## config.mk

```make
export PLATFORM = sky130hd
export DESIGN_NAME = pred_lead
export DESIGN_NICKNAME = d
export VERILOG_FILES = /design/src/rtl/pred_lead.sv
export SDC_FILE = /design/constraint.sdc
export NUM_CORES = 1
export LEC_CHECK = 0
export CAP_MARGIN = 20
export CORE_MARGIN = 8
export CORE_UTILIZATION = 30
export CTS_BUF_LIST = sky130_fd_sc_hd__clkbuf_8
export DETAILED_ROUTE_END_ITERATION = 6
export GPL_ROUTABILITY_DRIVEN = 1
export MAX_ROUTING_LAYER = met4
export PLACE_DENSITY_LB_ADDON = 0.12
export SYNTH_ARGS = -nofsm -noshare
export SYNTH_HDL_FRONTEND = slang
export SYNTH_SLANG_ARGS = --single-unit
export TNS_END_PERCENT = 20
```

## constraint.sdc

```tcl
create_clock -name clk -period 4.79 [get_ports clk]
set_clock_uncertainty 0.1 [all_clocks]
set_input_delay 0.479 -clock clk [delete_from_list [all_inputs] [get_ports clk]]
set_output_delay 0.479 -clock clk [all_outputs]
set_load 0.005 [all_outputs]
```

## src/rtl/pred_lead.sv

```systemverilog
// Phase-lead predictor: measures the resonant feedback half-period, locks onto it,
// then toggles sgn_pre a programmable number of clocks ahead of the expected edge.
module pred_lead #(
  parameter int CNT_W       = 12,
  parameter int LEAD_W      = 8,
  parameter int SYNC_STAGES = 2,
  parameter int MIN_HP      = 8,
  parameter int LOCK_CNT    = 4,
  parameter int TOL         = 2
) (
  input  logic              clk,
  input  logic              rst,
  input  logic              en,
  input  logic              sgn,
  input  logic [LEAD_W-1:0] lead,
  output logic              sgn_pre,
  output logic              locked,
  output logic [CNT_W-1:0]  hp_meas,
  output logic              timeout
);

  localparam int CONS_W = $clog2(LOCK_CNT + 1);
  // Compare width wide enough for hp_meas<<1 and the lead without wrapping.
  localparam int CMP_W  = ((CNT_W > LEAD_W) ? CNT_W : LEAD_W) + 1;
  localparam logic [CNT_W-1:0]  CNT_ONE  = CNT_W'(1);
  localparam logic [CONS_W-1:0] CONS_ONE = CONS_W'(1);
  localparam logic [CONS_W-1:0] CONS_MAX = CONS_W'(LOCK_CNT);

  typedef enum logic [1:0] {
    IDLE = 2'd0,
    ACQ  = 2'd1,
    LOCK = 2'd2
  } state_t;

  state_t             state, state_nxt;
  logic [SYNC_STAGES-1:0] sync_q;
  logic               sgn_s, sgn_s_d, fb_edge;
  logic [CNT_W-1:0]   cnt, hp;
  logic               cnt_sat;
  logic [CONS_W-1:0]  cons, cons_nxt, cons_inc;
  logic               pred_done, pred_done_nxt;
  logic               sgn_pre_nxt, timeout_nxt;
  logic [CMP_W-1:0]   hp_x, meas_x, diff_x, lead_x, half_x, lead_eff, pred_pt, to_pt, cnt_x;
  logic               valid, pred_hit, to_hit;

  assign sgn_s   = sync_q[SYNC_STAGES-1];
  assign fb_edge = sgn_s ^ sgn_s_d;
  assign cnt_sat = &cnt;
  assign hp      = cnt_sat ? cnt : cnt + CNT_ONE;

  assign hp_x     = CMP_W'(hp);
  assign meas_x   = CMP_W'(hp_meas);
  assign cnt_x    = CMP_W'(cnt);
  assign diff_x   = (hp_x >= meas_x) ? hp_x - meas_x : meas_x - hp_x;
  assign valid    = (hp_x >= CMP_W'(MIN_HP)) && (diff_x <= CMP_W'(TOL));
  assign lead_x   = CMP_W'(lead);
  assign half_x   = CMP_W'(hp_meas >> 1);
  assign lead_eff = (lead_x < half_x) ? lead_x : half_x;
  assign pred_pt  = meas_x - CMP_W'(1) - lead_eff;
  assign to_pt    = meas_x << 1;
  assign pred_hit = (cnt_x == pred_pt);
  assign to_hit   = (cnt_x == to_pt);
  assign cons_inc = (cons == CONS_MAX) ? cons : cons + CONS_ONE;

  assign locked = (state == LOCK);

  always_comb begin
    state_nxt     = state;
    sgn_pre_nxt   = sgn_pre;
    pred_done_nxt = pred_done;
    cons_nxt      = cons;
    timeout_nxt   = timeout;
    if (fb_edge) timeout_nxt = 1'b0;
    if (!en) begin
      state_nxt     = IDLE;
      sgn_pre_nxt   = 1'b0;
      pred_done_nxt = 1'b0;
      cons_nxt      = '0;
    end else begin
      case (state)
        IDLE: begin
          state_nxt     = ACQ;
          sgn_pre_nxt   = 1'b0;
          pred_done_nxt = 1'b0;
          cons_nxt      = '0;
        end
        ACQ: begin
          sgn_pre_nxt   = sgn_s;
          pred_done_nxt = 1'b0;
          if (fb_edge) begin
            cons_nxt = valid ? cons_inc : '0;
            if (valid && (cons_inc == CONS_MAX)) state_nxt = LOCK;
          end else if (cnt_sat) begin
            timeout_nxt = 1'b1;
          end
        end
        LOCK: begin
          // The real edge always wins over a coincident predicted toggle.
          if (fb_edge) begin
            pred_done_nxt = 1'b0;
            if (!valid) begin
              state_nxt   = ACQ;
              cons_nxt    = '0;
              sgn_pre_nxt = sgn_s;
            end else begin
              cons_nxt = cons_inc;
              if (!pred_done) sgn_pre_nxt = sgn_s;
            end
          end else if (to_hit) begin
            timeout_nxt   = 1'b1;
            state_nxt     = ACQ;
            sgn_pre_nxt   = sgn_s;
            pred_done_nxt = 1'b0;
          end else if (pred_hit && !pred_done) begin
            sgn_pre_nxt   = ~sgn_s;
            pred_done_nxt = 1'b1;
          end
        end
        default: state_nxt = IDLE;
      endcase
    end
  end

  always_ff @(posedge clk) begin
    if (rst) begin
      state     <= IDLE;
      sync_q    <= '0;
      sgn_s_d   <= 1'b0;
      cnt       <= '0;
      hp_meas   <= '0;
      cons      <= '0;
      pred_done <= 1'b0;
      sgn_pre   <= 1'b0;
      timeout   <= 1'b0;
    end else begin
      state     <= state_nxt;
      sync_q    <= {sync_q[SYNC_STAGES-2:0], sgn};
      sgn_s_d   <= sgn_s;
      cnt       <= fb_edge ? '0 : (cnt_sat ? cnt : cnt + CNT_ONE);
      if (fb_edge && en) hp_meas <= hp;
      cons      <= cons_nxt;
      pred_done <= pred_done_nxt;
      sgn_pre   <= sgn_pre_nxt;
      timeout   <= timeout_nxt;
    end
  end

endmodule

```

Word-level counts from Yosys, hierarchy flattened

Index checks and enable logic that the tools add are counted.

Add/subtract/negate cells: 6
$mul: 0
Divide/modulo/power cells: 0
$lt $le $gt $ge: 4
Eq/ne operators: 13
Shift operators: 0
Muxes and demuxes: 30
Bitwise gates (word level): 3
Reductions and logical operators: 18

Operator list:

| kind                                                               | number |
|---|---|
| equality test 12 x 13 -> 1 bit                                     | 2 |
| subtractor 12 x 12 -> 13 bit                                       | 2 |
| two-way mux 1 bit                                                  | 14 |
| <= comparator 13 x 2 -> 1 bit, second input constant               | 1 |
| two-way mux 13 bit                                                 | 1 |
| subtractor 12 x 1 -> 13 bit, second input constant                 | 1 |
| subtractor 13 x 11 -> 13 bit                                       | 1 |
| adder 12 x 1 -> 12 bit, second input constant                      | 1 |
| greater-or-equal comparator 12 bit                                 | 1 |
| greater-or-equal comparator 12 x 4 -> 1 bit, second input constant | 1 |
| two-way mux 12 bit                                                 | 1 |
| AND reduction 12 bit                                               | 1 |
| < comparator 8 x 11 -> 1 bit                                       | 1 |
| two-way mux 11 bit                                                 | 1 |
| two-way mux 2 bit                                                  | 5 |
| two-way mux 3 bit                                                  | 3 |
| OR reduction 2 bit                                                 | 4 |
| equality test 3 bit, second input constant                         | 2 |
| one-hot mux 2 bit (3 select lines)                                 | 1 |
| one-hot mux 3 bit (2 select lines)                                 | 1 |
| logical AND 1 bit                                                  | 4 |
| inequality test 2 bit, second input constant                       | 2 |
| inequality test 4 x 1 -> 1 bit, second input constant              | 1 |
| inequality test 4 bit, second input constant                       | 1 |
| other kinds (17)                                                   | 21 |

Flip-flop bits (word level): 35
Bits in latches: 0
Bits in writable memories: 0
Bits in read-only memories: 0
Bits of input ports: 12
Word-level logic and storage cells: 83
Memories kept: 0

Logic depth before layout (Yosys ltp)

Gate-level depths: netlist of run 1.

Depth in word-level cells: 10
Gate-level depth with buffers: 25

Least setup slack after synthesis of run 1

Ideal clock, no wire load.

Path kind: reg2reg
Start: reg hp_meas[2]
End: reg sgn_pre
Library setup time: 72 ps
Arrival: 4,288 ps
Data required time: 4,618 ps
Slack: 330 ps
Stages on the path, launching flop included: 24
Period minus slack after synthesis: 4,460 ps
Cells stage by stage: dfxtp_1 inv_1 ha_1 a21o_1 a21o_1 a21o_1 a21o_1 a21o_1 a21o_1 a21oi_1 nor4_1 buf_1 mux2_1 fa_1 nor2b_1 o21a_1 nor2_1 xnor2_1 o2111a_1 nand4_1 nor3_1 a21oi_1 a31oi_1 mux2i_1

Longest elaborated chain between the ends: 7
Elaborated cells on any way between the ends: 20
Those cells by class: add/sub (4); order compare (3); eq/ne (4); mux (6); reduce/logical (3)

Ends and longest elaborated chain:

| item                                                                                       | RTL line | text |
|---|---|---|
| start, declared                                                                            | 18       | `output logic [CNT_W-1:0] hp_meas,` |
| start signal, assigned                                                                     | 140      | `if (fb_edge && en) hp_meas <= hp;` |
| < comparator 8 x 11 -> 1 bit, or another cell as far along                                 | 58       | `assign lead_eff = (lead_x < half_x) ? lead_x : half_x;` |
| two-way mux 11 bit / two-way mux 13 bit (equally long branches)                            | 58, 54   |  |
| subtractor 13 x 11 -> 13 bit / <= comparator 13 x 2 -> 1 bit (equally long branches)       | 59, 55   |  |
| equality test 12 x 13 -> 1 bit / logical AND 1 bit (equally long branches)                 | 61, 55   |  |
| logical AND 1 bit / two-way mux 1 bit (equally long branches)                              | 114, 101 |  |
| inequality test 4 x 1 -> 1 bit (no line) / two-way mux 1 bit (equally long branches)       | -        |  |
| AND reduction 3 bit (no line) / one-hot mux 1 bit (3 select lines) (equally long branches) | -        |  |
| end signal, assigned                                                                       | 143      | `sgn_pre <= sgn_pre_nxt;` |
| end, declared                                                                              | 16       | `output logic sgn_pre,` |

Parallel ways exist; a longest one is shown, timed or not.
A chain may end at the register's enable or synchronous reset.

Worst setup path in the final report of run 1

Start: reg cnt[2]
End: reg cons[2]

Longest elaborated chain between the ends: 9
Elaborated cells on any way between the ends: 13
Those cells by class: add/sub (3); order compare (3); mux (5); reduce/logical (2)

Ends and longest elaborated chain:

| item                                                                                      | RTL line | text |
|---|---|---|
| start, declared                                                                           | 38       | `logic [CNT_W-1:0] cnt, hp;` |
| start signal, assigned                                                                    | 139      | `cnt <= fb_edge ? '0 : (cnt_sat ? cnt : cnt + CNT_ONE);` |
| AND reduction 12 bit *                                                                    | 48       | `assign cnt_sat = &cnt;` |
| two-way mux 12 bit *                                                                      | -        |  |
| named net hp[1]                                                                           | 38       |  |
| subtractor 12 x 12 -> 13 bit / greater-or-equal comparator 12 bit (equally long branches) | 54       | `assign diff_x = (hp_x >= meas_x) ? hp_x - meas_x : meas_x - hp_x;` |
| two-way mux 13 bit                                                                        | 54       |  |
| <= comparator 13 x 2 -> 1 bit                                                             | 55       | `assign valid = (hp_x >= CMP_W'(MIN_HP)) && (diff_x <= CMP_W'(TOL));` |
| logical AND 1 bit *                                                                       | 55       |  |
| two-way mux 3 bit *                                                                       | 91, 101  |  |
| two-way mux 3 bit *                                                                       | 99       | `if (fb_edge) begin` |
| one-hot mux 3 bit (2 select lines) *                                                      | 80       | `case (state)` |
| end signal, assigned                                                                      | 141      | `cons <= cons_nxt;` |
| end, declared                                                                             | 40       | `logic [CONS_W-1:0] cons, cons_nxt, cons_inc;` |

Mark *: on every way through the listed nets, which the timed path passes. The rest lies on a longest branch. The select of a mux whose other input is x is not followed.

==> metrics, run 1 <==
Clk Latency, worst-skew pair=between 0.2 and 0.3 ns; WP buf/inv=2; Top FF cell, synth=dfxtp_1; GR met2 Demand/Resource=0.2492; DRC viols=0; top post-synthesis cells by area=dfxtp_1 (17%), ha_1 (15%), xnor2_1 (6.5%); DRT iter0 DRCs=~260; gr busiest metal=met2; Final Max Tran Viols=0; port buffer count=26; unrepaired setup endpoints after global routing=false; Avg WL per Cell=around 17 um; CTS tree=done; Initial Util=0.3061; synth cell count leaders=nor2_1 (67), a21oi_1 (52), ha_1 (49); grt ovf=0; clock buffer depth=2; Setup CP Type=reg -> reg; initial antenna violation count=0; Worst Path Max Fanout=6; final core utilization=0.3777; sequential fraction of the synthesis area=0.1728; synth warn=0; Post-Route WL=13.05 mm; most common cell in the netlist=nor2_1; global-route met1 utilization=0.1989; die area=17490 um2; P_leak=0.002208 uW; Post-synth EDFFs=0; Final Hold Fails=0; setup ws final=0.2667 ns; cell count after synthesis=533; critical path, cell by cell=nand2_1, nor4_2, mux2i_1, inv_1, ha_1, nor2b_1, o21ai_0, a21oi_1, nor4_2, xnor2_1, nor4_1, a21oi_2, nor4b_1, buf_4, a21oi_1, nor3_1; Hold Worst Slack=around 0.37 ns; Max IR drop VDD=between 0.08 and 0.09 mV; Std-Cell Core Area=13240 um2; routed vias/inst=5.125; root buf cell=clkbuf_8; num rows=42; Synth async-reset ratio=0; CTS buffer count=5; vias in the first global route=3952; share of layout cells above drive strength 1=0.1634; Setup TNS Final=0 ns; slew at the pin with the worst max-slew slack=about 0.8 ns; H-tree level count=2; # setup viols final=0; GRT Total Usage=0.1531; delay of the slowest critical-path stage=~0.49 ns; DRT antenna net count=0; max cap viols=0; DP Worst Slack=-0.3299 ns; Seq cells post-synth=35; Synth cell types=71; Netlist Area Pre-Place=between 4000 and 5000 um2; Hold WC Path Type=reg -> reg; CP Capture Type=register; share of the synthesized area in the top cell type=0.1728; Placer Congestion=approximately 0.87; upper clock frequency limit=221.1 MHz; Diodes inserted=0; critical path arrival=4.64 ns; clk slew on worst S/H paths=around 0.070 ns; num ports=27; hpwl dp=about 11 mm; area grow syn2layout=23.40%; Worst slew margin=0.4559; Critical Path Start Type=register; via count=4008; Final min period=roughly 4.5 ns; delay-heaviest family, CP=simple AND/OR/NAND/NOR gates; PwrDens=161.9 nW/um2; Worst EP required=4.91 ns; Fill cells=1401; drt pass-1 iters=6; Yosys top cell by area=dfxtp_1; Final Net Count=~670; clock net sink count=35; Die H=132.2 um; Synth Area per Inst=between 7 and 8 um2; largest net degree at the start of global routing=25; met3 global-route usage=0.01639; Die W=132.2 um; final worst path period share=0.9443; CP max-delay cell=dfxtp_1; first-pass GRT wire length=roughly 21 mm; status=complete, no violations; hold_buf cts=0
-- sequential cells by signal, indices dropped and copies added, names as in the netlist --
signal     flops
timeout        1
cnt           12
pred_done      1
cons           3
state          2
sync_q         2
sgn_pre        1
hp_meas       12
sgn_s_d        1
-- cell families after synthesis --
group,Yosys count,share of synthesized area
AO/OA/AOI/OAI,123,0.1917
flip-flops,35,0.1728
XOR/XNOR,43,0.09290
buffers and inverters,61,0.06790
other,1,0.0009250
adder cells (fa/ha/maj),52,0.1661
multiplexers,23,0.05864
AND/OR/NAND/NOR,195,0.2491
-- final cells by class --
class,instances,area (um2),area share
Inverter,42,157.7,0.03152
Tap cell,176,220.2,0.04402
Timing Repair Buffer,82,685.7,0.1371
Sequential cell,35,700.7,0.1401
Clock inverter,3,12.51,0.002501
Clock buffer,5,68.82,0.01376
Multi-Input combinational cell,439,3157,0.6311
-- final timing paths --
check | from | slack [ns] | depth (start not counted) | end
hold reg to reg | sync_q[0] | 0.37 | 1 | sync_q[1]
setup reg to reg | cnt[2] | 0.27 | 16 | cons[2]
hold / removal | sync_q[0] | 0.37 | 1 | sync_q[1]
setup / recovery | cnt[2] | 0.27 | 16 | cons[2]
-- power by group --
| group | internal, uW | switching [uW] | total (uW) | leakage (uW) |
|---|---|---|---|---|
| sequential | 296 | 4.42 | 300 | 0.000283 |
| combinational | 140 | 158 | 297 | 0.00187 |
| clock | 98.0 | 114 | 212 | 0.0000505 |
-- layout by cell type, fill, tap and decap left out, types with 3 or more instances in the layout --
cell type,instances
nand2b_1,9
nor3_1,17
dfxtp_1,35
buf_4,56
or2_2,3
clkdlybuf4s50_1,24
nor2b_1,7
o21bai_1,3
a31oi_1,5
xnor2_1,29
a21o_1,8
inv_1,43
a21oi_1,47
mux2i_1,19
nor4_1,4
nand2_1,35
and3_1,5
o211ai_1,3
o31ai_1,4
nand4_1,9
nor2_1,67
o221ai_1,3
xor2_1,13
clkbuf_8,5
o21ai_0,18
and2_1,4
nor4_2,3
a21oi_2,5
nand3_1,11
conb_1,3
ha_1,48
o21a_1,5
-- layer usage --
| layer | wire length (um) | part of all wire | vias up |
|---|---|---|---|
| met2 | 6015 | 0.46 | 73 |
| met3 | 428 | 0.033 | 14 |
| met4 | 197 | 0.015 | 0 |
| met1 | 6410 | 0.49 | 1899 |
| met5 | 0 | 0 | - |
| li1 | - | - | 2022 |
-- through the flow --
stage	area [um2]	power (uW)	cells
finish	5002	810.1	782
global placement	4843	594.1	773
global route	5002	860.4	782
detailed placement	4843	594.8	773
CTS	4938	809.3	781
floorplan	4061	493.2	535
-- timing repair --
action | 4_1_cts | 5_1_grt
setup buffers | 0 | 1
resized for setup | 2 | 14
setup endpoints to repair | 1 | 5
gates cloned | 0 | 0
pin swaps | 0 | 6
(Power assumes the default switching activity.)
==> run 2: changes to the inputs <==
Settings changed: CORE_UTILIZATION 30 to 29, CTS_CLUSTER_DIAMETER from default to 150, SKIP_CTS_REPAIR_TIMING from default to 1.
==> metrics, run 2 (synthesized netlist as in run 1, its figures left out) <==
Final Max Tran Viols=0 (unchanged); DP Worst Slack=-0.3685 ns (was -0.3299 ns); critical path arrival=4.71 ns (was 4.64 ns); CTS buffer count=5 (unchanged); largest registers=cnt x12, hp_meas x12, cons x3 (unchanged); drt pass-1 iters=5 (was 6); vias in the first global route=3974 (was 3952); GRT Total Usage=0.1489 (was 0.1531); CP Capture Type=register (unchanged); Avg WL per Cell=16.38 um (was 16.69 um); Critical Path Start Type=input pin (was register); final worst path period share=0.9587 (was 0.9443); routed vias/inst=4.997 (was 5.125); CTS tree=done (unchanged); register share of total power=0.363 (was 0.371); Std-Cell Core Area=13770 um2 (was 13240 um2); initial antenna violation count=0 (unchanged); Worst Path Max Fanout=4 (was 6); Placer Congestion=0.8675 (was 0.8690); Hold WC Path Type=reg -> reg (unchanged); Net Sw Power=270.2 uW (was 276.6 uW); Final Net Count=678 (was 669); first-pass GRT wire length=20.96 mm (was 21.12 mm); H-tree level count=2 (unchanged); Diodes inserted=0 (unchanged); grt ovf=0 (unchanged); Post-Route WL=13.01 mm (was 13.05 mm); critical path, cell by cell=clkdlybuf4s50_1, ha_1, a21o_1, a21o_1, a21o_1, a21o_1, a21o_1, a21oi_2, nor4_4, buf_12, mux2i_1, ha_1, a21o_1, nand2_1, a21oi_2, nor4_4, o31ai_2, or4_1, a21oi_2, a21oi_1, a31oi_1, mux2i_1 (was nand2_1, nor4_2, mux2i_1, inv_1, ha_1, nor2b_1, o21ai_0, a21oi_1, nor4_2, xnor2_1, nor4_1, a21oi_2, nor4b_1, buf_4, a21oi_1, nor3_1); DRT iter0 DRCs=202 (was 255); largest net degree at the start of global routing=25 (unchanged); most frequent cell on the critical path=a21o_1; area grow syn2layout=25.96% (was 23.40%); status=complete, no violations (unchanged); num ports=27 (unchanged); P_leak=0.002260 uW (was 0.002208 uW); # setup viols final=0 (unchanged); DRT antenna net count=0 (unchanged); slew at the pin with the worst max-slew slack=0.8103 ns (was 0.8142 ns); Final min period=4.592 ns (was 4.523 ns); clk slew on worst S/H paths=0.07 ns (about the same); Setup CP Type=in -> reg (was reg -> reg); Sw Ratio=0.3262 (was 0.3414); num rows=43 (was 42); max cap viols=0 (unchanged); die area=18020 um2 (was 17490 um2); Pwr Total=828.4 uW (was 810.1 uW); Worst EP required=4.90 ns (was 4.91 ns); Max IR drop VDD=0.1323 mV (was 0.08585 mV); Combinational Power Share=0.374 (was 0.367); delay of the slowest critical-path stage=0.46 ns (was 0.49 ns); via count=3968 (was 4008); share of layout cells above drive strength 1=0.1775 (was 0.1634); setup ws final=0.1977 ns (was 0.2667 ns); hpwl dp=10.82 mm (was 10.60 mm); Die W=134.2 um (was 132.2 um); most frequent cells in the layout=nor2_1 (67), buf_4 (64), a21oi_1 (48), ha_1 (48), inv_1 (41) (was nor2_1 (67), buf_4 (56), ha_1 (48)); CP max-delay cell=clkdlybuf4s50_1 (was dfxtp_1); Worst slew margin=0.4585 (was 0.4559); PwrDens=162.2 nW/um2 (was 161.9 nW/um2); clock buffer depth=2 (unchanged); DRC viols=0 (unchanged); upper clock frequency limit=217.8 MHz (was 221.1 MHz); root buf cell=clkbuf_8 (unchanged); Final Hold Fails=0 (unchanged); clock group share of total power=0.264 (was 0.262); Die H=134.2 um (was 132.2 um); Initial Util=0.2943 (was 0.3061); P_int=558.2 uW (was 533.5 uW); Clk Latency, worst-skew pair=0.29 ns (about the same); commonest non-fill, non-tap cell in the layout=nor2_1 (unchanged); clock net sink count=35 (unchanged); port buffer count=26 (unchanged)
==> run 2: changes by cell type in the layout (fill, tap and decap cells not counted), sizes merged <==
cell	change
dlymetal6s2s	-1
inv	-2
clkbuf	+1
buf	+9
clkdlybuf4s50	+1
==> run 2: stage by stage <==
step	cells	hold slack (ns)	utilization	area [um2]	TNS, ns
after floorplan	535	0.3138	-	4061	0
after global placement	786	0.3394	0.3569	4916	-0.1906
after detailed placement	786	0.3394	0.3569	4916	-0.4882
after CTS	793	0.3572	0.3633	5004	-0.09842
after global routing	794	0.3613	0.3707	5106	-0.01365
final	794	0.3504	0.3707	5106	0
==> run 2: worst paths after layout <==
kind | startpoint | to | slack, ns | depth (start not counted)
max | lead[2] | sgn_pre | 0.20 | 22
min | sync_q[0] | sync_q[1] | 0.35 | 1
max reg2reg | hp_meas[2] | sgn_pre | 0.31 | 23
min reg2reg | sync_q[0] | sync_q[1] | 0.35 | 1
==> run 2: final cells by class <==
type,instances,area (um2)
timing repair buffer,91,763.2
inverter,42,157.7
tap,180,225.2
clock buffer,6,82.58
fill,1521,8667
multi-input combinational,439,3172
clock inverter,1,5.005
sequential,35,700.7
==> run 2: routing by layer <==
metal / wire, um / track usage / vias to the layer above / part of all wire
met5: 0 / - / - / 0
met4: 201 / 0.03930 / 0 / 0.015
met3: 376 / 0.01832 / 15 / 0.029
met2: 6007 / 0.2431 / 74 / 0.46
met1: 6422 / 0.1901 / 1845 / 0.49
li1: - / - / 2034 / -
==> run 2: power groups by stage <==
| stage | Clock (uW) | Combinational, uW | Sequential, uW |
|---|---|---|---|
| after floorplan | 0 | 184 | 309 |
| after global placement | 0 | 298 | 307 |
| after detailed placement | 0 | 299 | 307 |
| after CTS | 229 | 300 | 301 |
| after global routing | 242 | 342 | 301 |
| final | 218 | 310 | 301 |
==> run 2: critical path, delay by kind of cell <==
kind,cells,cell delay [ns]
adder cells (fa/ha/maj),2,0.56
multiplexers,2,0.36
AO/OA/AOI/OAI,12,1.81
AND/OR/NAND/NOR,4,0.87
buffers and inverters,2,0.62
